==> src/rtl/player_pkg.sv <==
// Shared screen geometry, player_state codes and jump FSM encoding for the player controller.
package player_pkg;

    localparam int SCREEN_W = 640;
    localparam int SCREEN_H = 480;

    localparam logic [3:0] ST_STATIC = 4'd6;
    localparam logic [3:0] ST_RIGHT  = 4'd7;
    localparam logic [3:0] ST_LEFT   = 4'd8;
    localparam logic [3:0] ST_UP     = 4'd9;

    typedef enum logic [1:0] {
        JS_GROUND = 2'd0,
        JS_RISE   = 2'd1,
        JS_FALL   = 2'd2
    } jump_state_e;

endpackage

==> src/rtl/player_controller_tick_gen.sv <==
// Game tick generator: a one-cycle pulse every TICK_DIV clk cycles, counting from zero after reset.
module tick_gen #(
    parameter int TICK_DIV = 1_000_000
) (
    input  logic clk,
    input  logic rst,
    output logic tick
);

    localparam int CW = (TICK_DIV > 1) ? $clog2(TICK_DIV) : 1;
    localparam logic [CW-1:0] LAST = CW'(TICK_DIV - 1);

    logic [CW-1:0] cnt_q;
    logic [CW-1:0] cnt_d;

    always_comb begin
        tick  = (cnt_q == LAST);
        cnt_d = tick ? '0 : cnt_q + 1'b1;
    end

    always_ff @(posedge clk or posedge rst) begin
        if (rst) cnt_q <= '0;
        else     cnt_q <= cnt_d;
    end

endmodule

==> src/rtl/player_controller.sv <==
// Player movement and jump controller, updated once per game tick.
// Optional build macro DOUBLE_JUMP_EN allows one extra mid-air jump.
module player_controller
    import player_pkg::*;
#(
    parameter int         TICK_DIV   = 1_000_000,
    parameter logic [9:0] START_X    = 10'd32,
    parameter logic [9:0] START_Y    = 10'd400,
    parameter int         STEP_X     = 2,
    parameter int         STEP_Y     = 3,
    parameter int         JUMP_TICKS = 20,
    parameter int         SPR_W      = 32,
    parameter int         SPR_H      = 32
) (
    input  logic       clk,
    input  logic       rst,
    input  logic       key_left,
    input  logic       key_right,
    input  logic       key_up,
    input  logic       blocked_left,
    input  logic       blocked_right,
    input  logic       blocked_up,
    input  logic       on_ground,
    output logic [9:0] pos_x,
    output logic [9:0] pos_y,
    output logic [3:0] player_state,
    output logic       jumping
);

    localparam logic [9:0] X_MAX  = 10'(SCREEN_W - SPR_W);
    localparam logic [9:0] Y_MAX  = 10'(SCREEN_H - SPR_H);
    localparam logic [9:0] STEP_XV = 10'(STEP_X);
    localparam logic [9:0] STEP_YV = 10'(STEP_Y);
    localparam int         RC_W   = $clog2(JUMP_TICKS + 1);
    localparam logic [RC_W-1:0] RISE_LAST = RC_W'(JUMP_TICKS - 1);

    logic tick;

    tick_gen #(.TICK_DIV(TICK_DIV)) u_tick_gen (
        .clk  (clk),
        .rst  (rst),
        .tick (tick)
    );

    jump_state_e     state_q, state_d;
    logic [RC_W-1:0] rise_cnt_q, rise_cnt_d;
    logic [9:0]      pos_x_q, pos_x_d;
    logic [9:0]      pos_y_q, pos_y_d;
    logic [3:0]      player_state_q, player_state_d;
    logic            key_up_q, key_up_d;
`ifdef DOUBLE_JUMP_EN
    logic [1:0]      jumps_used_q, jumps_used_d;
`endif

    logic dir_right, dir_left, up_edge;
    logic [9:0] y_up, y_down;

    assign dir_right = key_right & ~key_left;
    assign dir_left  = key_left & ~key_right;
    // key_up_q only advances on ticks, so a held key yields a single edge.
    assign up_edge   = key_up & ~key_up_q;
    assign y_up      = (pos_y_q < STEP_YV) ? 10'd0 : pos_y_q - STEP_YV;
    assign y_down    = (pos_y_q > Y_MAX - STEP_YV) ? Y_MAX : pos_y_q + STEP_YV;

    always_ff @(posedge clk or posedge rst) begin
        if (rst) begin
            state_q        <= JS_GROUND;
            rise_cnt_q     <= '0;
            pos_x_q        <= START_X;
            pos_y_q        <= START_Y;
            player_state_q <= ST_STATIC;
            key_up_q       <= 1'b0;
`ifdef DOUBLE_JUMP_EN
            jumps_used_q   <= 2'd0;
`endif
        end else begin
            state_q        <= state_d;
            rise_cnt_q     <= rise_cnt_d;
            pos_x_q        <= pos_x_d;
            pos_y_q        <= pos_y_d;
            player_state_q <= player_state_d;
            key_up_q       <= key_up_d;
`ifdef DOUBLE_JUMP_EN
            jumps_used_q   <= jumps_used_d;
`endif
        end
    end

    always_comb begin
        pos_x_d = pos_x_q;
        if (tick) begin
            if (dir_right && !blocked_right)
                pos_x_d = (pos_x_q > X_MAX - STEP_XV) ? X_MAX : pos_x_q + STEP_XV;
            else if (dir_left && !blocked_left)
                pos_x_d = (pos_x_q < STEP_XV) ? 10'd0 : pos_x_q - STEP_XV;
        end
    end

    always_comb begin
        state_d    = state_q;
        rise_cnt_d = rise_cnt_q;
        pos_y_d    = pos_y_q;
        key_up_d   = key_up_q;
`ifdef DOUBLE_JUMP_EN
        jumps_used_d = jumps_used_q;
`endif
        if (tick) begin
            key_up_d = key_up;
            case (state_q)
                JS_GROUND: begin
                    if (!on_ground) begin
                        state_d = JS_FALL;
                    end else if (up_edge) begin
                        state_d    = JS_RISE;
                        rise_cnt_d = '0;
`ifdef DOUBLE_JUMP_EN
                        jumps_used_d = 2'd1;
`endif
                    end
                end
                JS_RISE: begin
                    pos_y_d    = y_up;
                    rise_cnt_d = rise_cnt_q + 1'b1;
                    if (blocked_up || rise_cnt_q == RISE_LAST)
                        state_d = JS_FALL;
`ifdef DOUBLE_JUMP_EN
                    if (up_edge && jumps_used_q < 2'd2) begin
                        state_d      = JS_RISE;
                        rise_cnt_d   = '0;
                        jumps_used_d = jumps_used_q + 2'd1;
                    end
`endif
                end
                JS_FALL: begin
                    // Landing wins over a same-tick key_up edge; the jump is dropped.
                    if (on_ground) begin
                        state_d = JS_GROUND;
`ifdef DOUBLE_JUMP_EN
                        jumps_used_d = 2'd0;
`endif
                    end else begin
                        pos_y_d = y_down;
`ifdef DOUBLE_JUMP_EN
                        if (up_edge && jumps_used_q < 2'd2) begin
                            state_d      = JS_RISE;
                            rise_cnt_d   = '0;
                            jumps_used_d = jumps_used_q + 2'd1;
                        end
`endif
                    end
                end
                default: state_d = JS_GROUND;
            endcase
        end
    end

    always_comb begin
        jumping        = (state_q != JS_GROUND);
        player_state_d = player_state_q;
        if (tick) begin
            if (state_d != JS_GROUND) player_state_d = ST_UP;
            else if (dir_right)       player_state_d = ST_RIGHT;
            else if (dir_left)        player_state_d = ST_LEFT;
            else                      player_state_d = ST_STATIC;
        end
    end

    assign pos_x        = pos_x_q;
    assign pos_y        = pos_y_q;
    assign player_state = player_state_q;

endmodule
==> config.mk <==
export PLATFORM = sky130hd
export DESIGN_NAME = player_controller
export DESIGN_NICKNAME = d
export VERILOG_FILES = /design/src/rtl/player_pkg.sv /design/src/rtl/player_controller_tick_gen.sv /design/src/rtl/player_controller.sv
export SDC_FILE = /design/constraint.sdc
export NUM_CORES = 1
export LEC_CHECK = 0
export BUFFER_PORTS_ARGS = -buffer_cell sky130_fd_sc_hd__buf_2
export CAP_MARGIN = 40
export CORE_MARGIN = 2
export CORE_UTILIZATION = 59
export DETAILED_ROUTE_END_ITERATION = 10
export PLACE_DENSITY = 0.84
export SLEW_MARGIN = 0
export SYNTH_ARGS = -nofsm -noshare
export SYNTH_HDL_FRONTEND = slang
export SYNTH_SLANG_ARGS = --single-unit
==> constraint.sdc <==
create_clock -name clk -period 2.09 [get_ports clk]
set_input_delay 0 -clock clk [delete_from_list [all_inputs] [get_ports clk]]
set_output_delay 0 -clock clk [all_outputs]
set_load 0.05 [all_outputs]
==> results.toml <==
[outcome]
run_status = "finished, final reports clean"

[synthesis]
synth_ff_type = "dfrtp_1"
synth_top_area_share_pct = 36.1
ys_ff_latch = 50
synth_fp_nets = 369
yosys-top-cells-area = "dfrtp_1 36%, dfstp_2 4.2%, a21oi_1 3.8%, nor2_1 3.8%, xor2_1 3.4%"
seq_area_frac_synth_pct = 40.3
synth_area_um2 = 3120
ys_types = 65
synth_warnings = 0
synth_edf_count = 0
synth_top_cell_by_area = "dfrtp_1"
synthArstFlopShare_pct = 100
syn_inst = 353
avgSynthCellArea_um2 = 8.84

[timing]
hold_viol_final = 0
fin_hold_ws_ns = 0.0480
tightest_slew_ns = 0.614
slew_viol_final = 0
fin_crit_sh_pct = 98.9
period_minus_slack_ns = 2.07
skew_ns = 0.0140
slew_headroom_pct = 58.8
tns_ns = 0
fmax_ghz = 0.484
rsz0062_at_grt = "yes"
fin_ws_ns = 0.0222
setup_violations = 0

[clock_tree]
cts.clk_slew.worst_paths_ns = 0.10
cts_setup_buffers = 0
cts_tree = "built"
clk_path_buf_depth = 2
cts_root_buf = "clkbuf_8"
htreeDepth = 2
cts_made_buffers = 5
cts.sinks = 50
clk_latency_ns = 0.31

[routing]
routed_wl_um = 7420
drt.antenna.violating_nets = 0
drc = 0
drtPass1Iterations = 5
post_drt_via_cell_ratio = 6.26
wl_per_cell_um = 15.8
dr_total_vias = 2935
drt-initial-drc-count = 200

[die]
rows = 26
die_w_um = 76.7
die_y_um = 76.7
core_um2 = 5110
die-area_um2 = 5890
start_util_pct = 61.1
io_pins = 34

[flow_run]
cap_viol_max_count = 0

[worst_hold_path]
hp-start = "key_right"
hold_class = "input port to flop"

[global_route]
track_usage_pct = 26.6
grt_pass1_vias = 2838
grt_max_degree = 23
grt_pass1_wl_um = 12800
antenna_found_initial = 0
grt-ovfl-total = 0

[finish]
postLayoutCoreUtil_pct = 70.3
antenna_cells = 0
layout-drive-gt1-share_pct = 22.1
area_growth_pct = 15.1
fin_cells = 469
fin_nets = 414

[setup_path]
worstPathArrival_ns = 2.27
reg2reg_from = "u_tick_gen.cnt_q[15]"
cp-start-kind = "flop"
crit_fanout = 5
crit_start = "u_tick_gen.cnt_q[15]"
critical_path_class = "flop to flop"
worstSetupEndpointType = "flop"
required_ns = 2.29

[power_and_ir_drop]
p_leak_uw = 0.00162
ir_drop_v = 0.000394
power_density_nw_per_um2 = 498

[placement]
dp_cells = 459
dpl_worst_slack_ns = 0.0416
globalplace.congestion = 0.943
dpl.hpwl_um = 5260
io_buffers = 32
==> cells in the final DEF, fill, tap and decap left out, types with 3 or more instances in the layout <==
cell	synthesis	layout
buf_4	2	22
xor2_1	12	12
buf_2	6	32
and3b_1	3	3
nand4b_1	3	3
nor4_1	5	3
o21ai_0	20	19
ha_1	7	7
nor3_1	16	16
dfrtp_1	45	42
nor3b_1	5	5
o31ai_1	3	3
nand2_1	27	27
and3_1	8	8
a21o_1	5	5
dfrtp_2	0	3
nor2_1	32	32
dfstp_2	5	5
a221o_1	3	3
o211ai_1	3	3
nand4_1	8	8
o21a_1	3	3
a31oi_1	5	5
nand3_1	17	17
nand3b_1	3	3
o22ai_1	6	6
clkbuf_8	0	5
a21oi_1	24	24
nor2b_1	3	3
inv_1	15	14
xnor2_1	5	5
==> cell type report <==
class / count / area [um^2]
inverters: 15 / 56.3
fillers: 386 / 1520
well taps: 70 / 87.6
multi-input cells: 270 / 1730
clock buffers: 5 / 68.8
repair buffers: 56 / 345
flip-flops and latches: 50 / 1260
clock inverters: 3 / 45.0
==> worst max-delay path, cell delays in order, from the launching register on <==
cell	delay (ns)
dfrtp_1	0.46
nor4_2	0.33
nand4_1	0.20
nor3_1	0.34
o21ai_1	0.23
a221o_1	0.39
==> per-layer routing <==
layer / GRT usage, % / wire length (um) / up-vias
met3: 4.24 / 410 / 13
met4: 10.4 / 107 / 0
met2: 46.2 / 3770 / 119
met5: 0 / 0 / -
met1: 33.2 / 3130 / 1415
li1: - / - / 1388
==> flip-flops by register name (all words and copies together) (netlist names) <==
| signal | count |
|---|---|
| key_up_q | 1 |
| player_state | 3 |
| pos_x | 9 |
| pos_y | 10 |
| rise_cnt_q | 5 |
| state_q | 2 |
| u_tick_gen.cnt_q | 20 |
==> cell usage after synthesis, types with 6 or more instances <==
cell type  instances
dfrtp_1           45
nand3_1           17
nand2_1           27
nand4_1            8
a21oi_1           24
buf_2              6
inv_1             15
and3_1             8
nor3_1            16
clkbuf_1           8
nor2_1            32
o21ai_0           20
o22ai_1            6
ha_1               7
xor2_1            12
==> through the flow <==
stage	total power, uW	cell area (um^2)
5_1_grt	1860	3590
6_report	1790	3590
3_5_place_dp	1110	3440
2_1_floorplan	1070	3120
4_1_cts	1800	3570
3_3_place_gp	1110	3440
==> worst paths after layout <==
kind	to	slack, ns	cells after the start
max	rise_cnt_q[3]	0.02	5
min	player_state[0]	0.05	3
max reg2reg	rise_cnt_q[3]	0.02	5
min reg2reg	u_tick_gen.cnt_q[0]	0.50	1
max in group asynchronous	pos_y[8]	1.39	4
min in group asynchronous	pos_y[2]	0.13	3
==> timing repair <==
item | 4_1_cts | 5_1_grt
hold endpoints to repair | 47 | 0
hold buffers | 2 | 0
endpoints found under the setup margin | 1 | 13
resized for setup | 1 | 4
==> cells by family (layout without fill, tap and decap cells) <==
group	count (synthesis)	after routing	share of synthesized area, %
compound gates	90	90	19.0
xor+xnor	17	17	4.77
fa+ha+maj	7	7	2.81
buf+inv	33	79	4.93
flops	50	50	40.3
mux	3	3	1.00
other cells	1	1	0.120
simple gates	152	152	27.0
==> power breakdown <==
group / switching [uW] / leakage, uW / total, uW / internal, uW
clock network: 339 / 0.0000504 / 695 / 356
registers: 10.6 / 0.000610 / 983 / 972
logic: 78.0 / 0.000964 / 110 / 32.4
total: 427 / 0.00162 / 1790 / 1360
No activity file was read; power rests on OpenSTA's default activity.
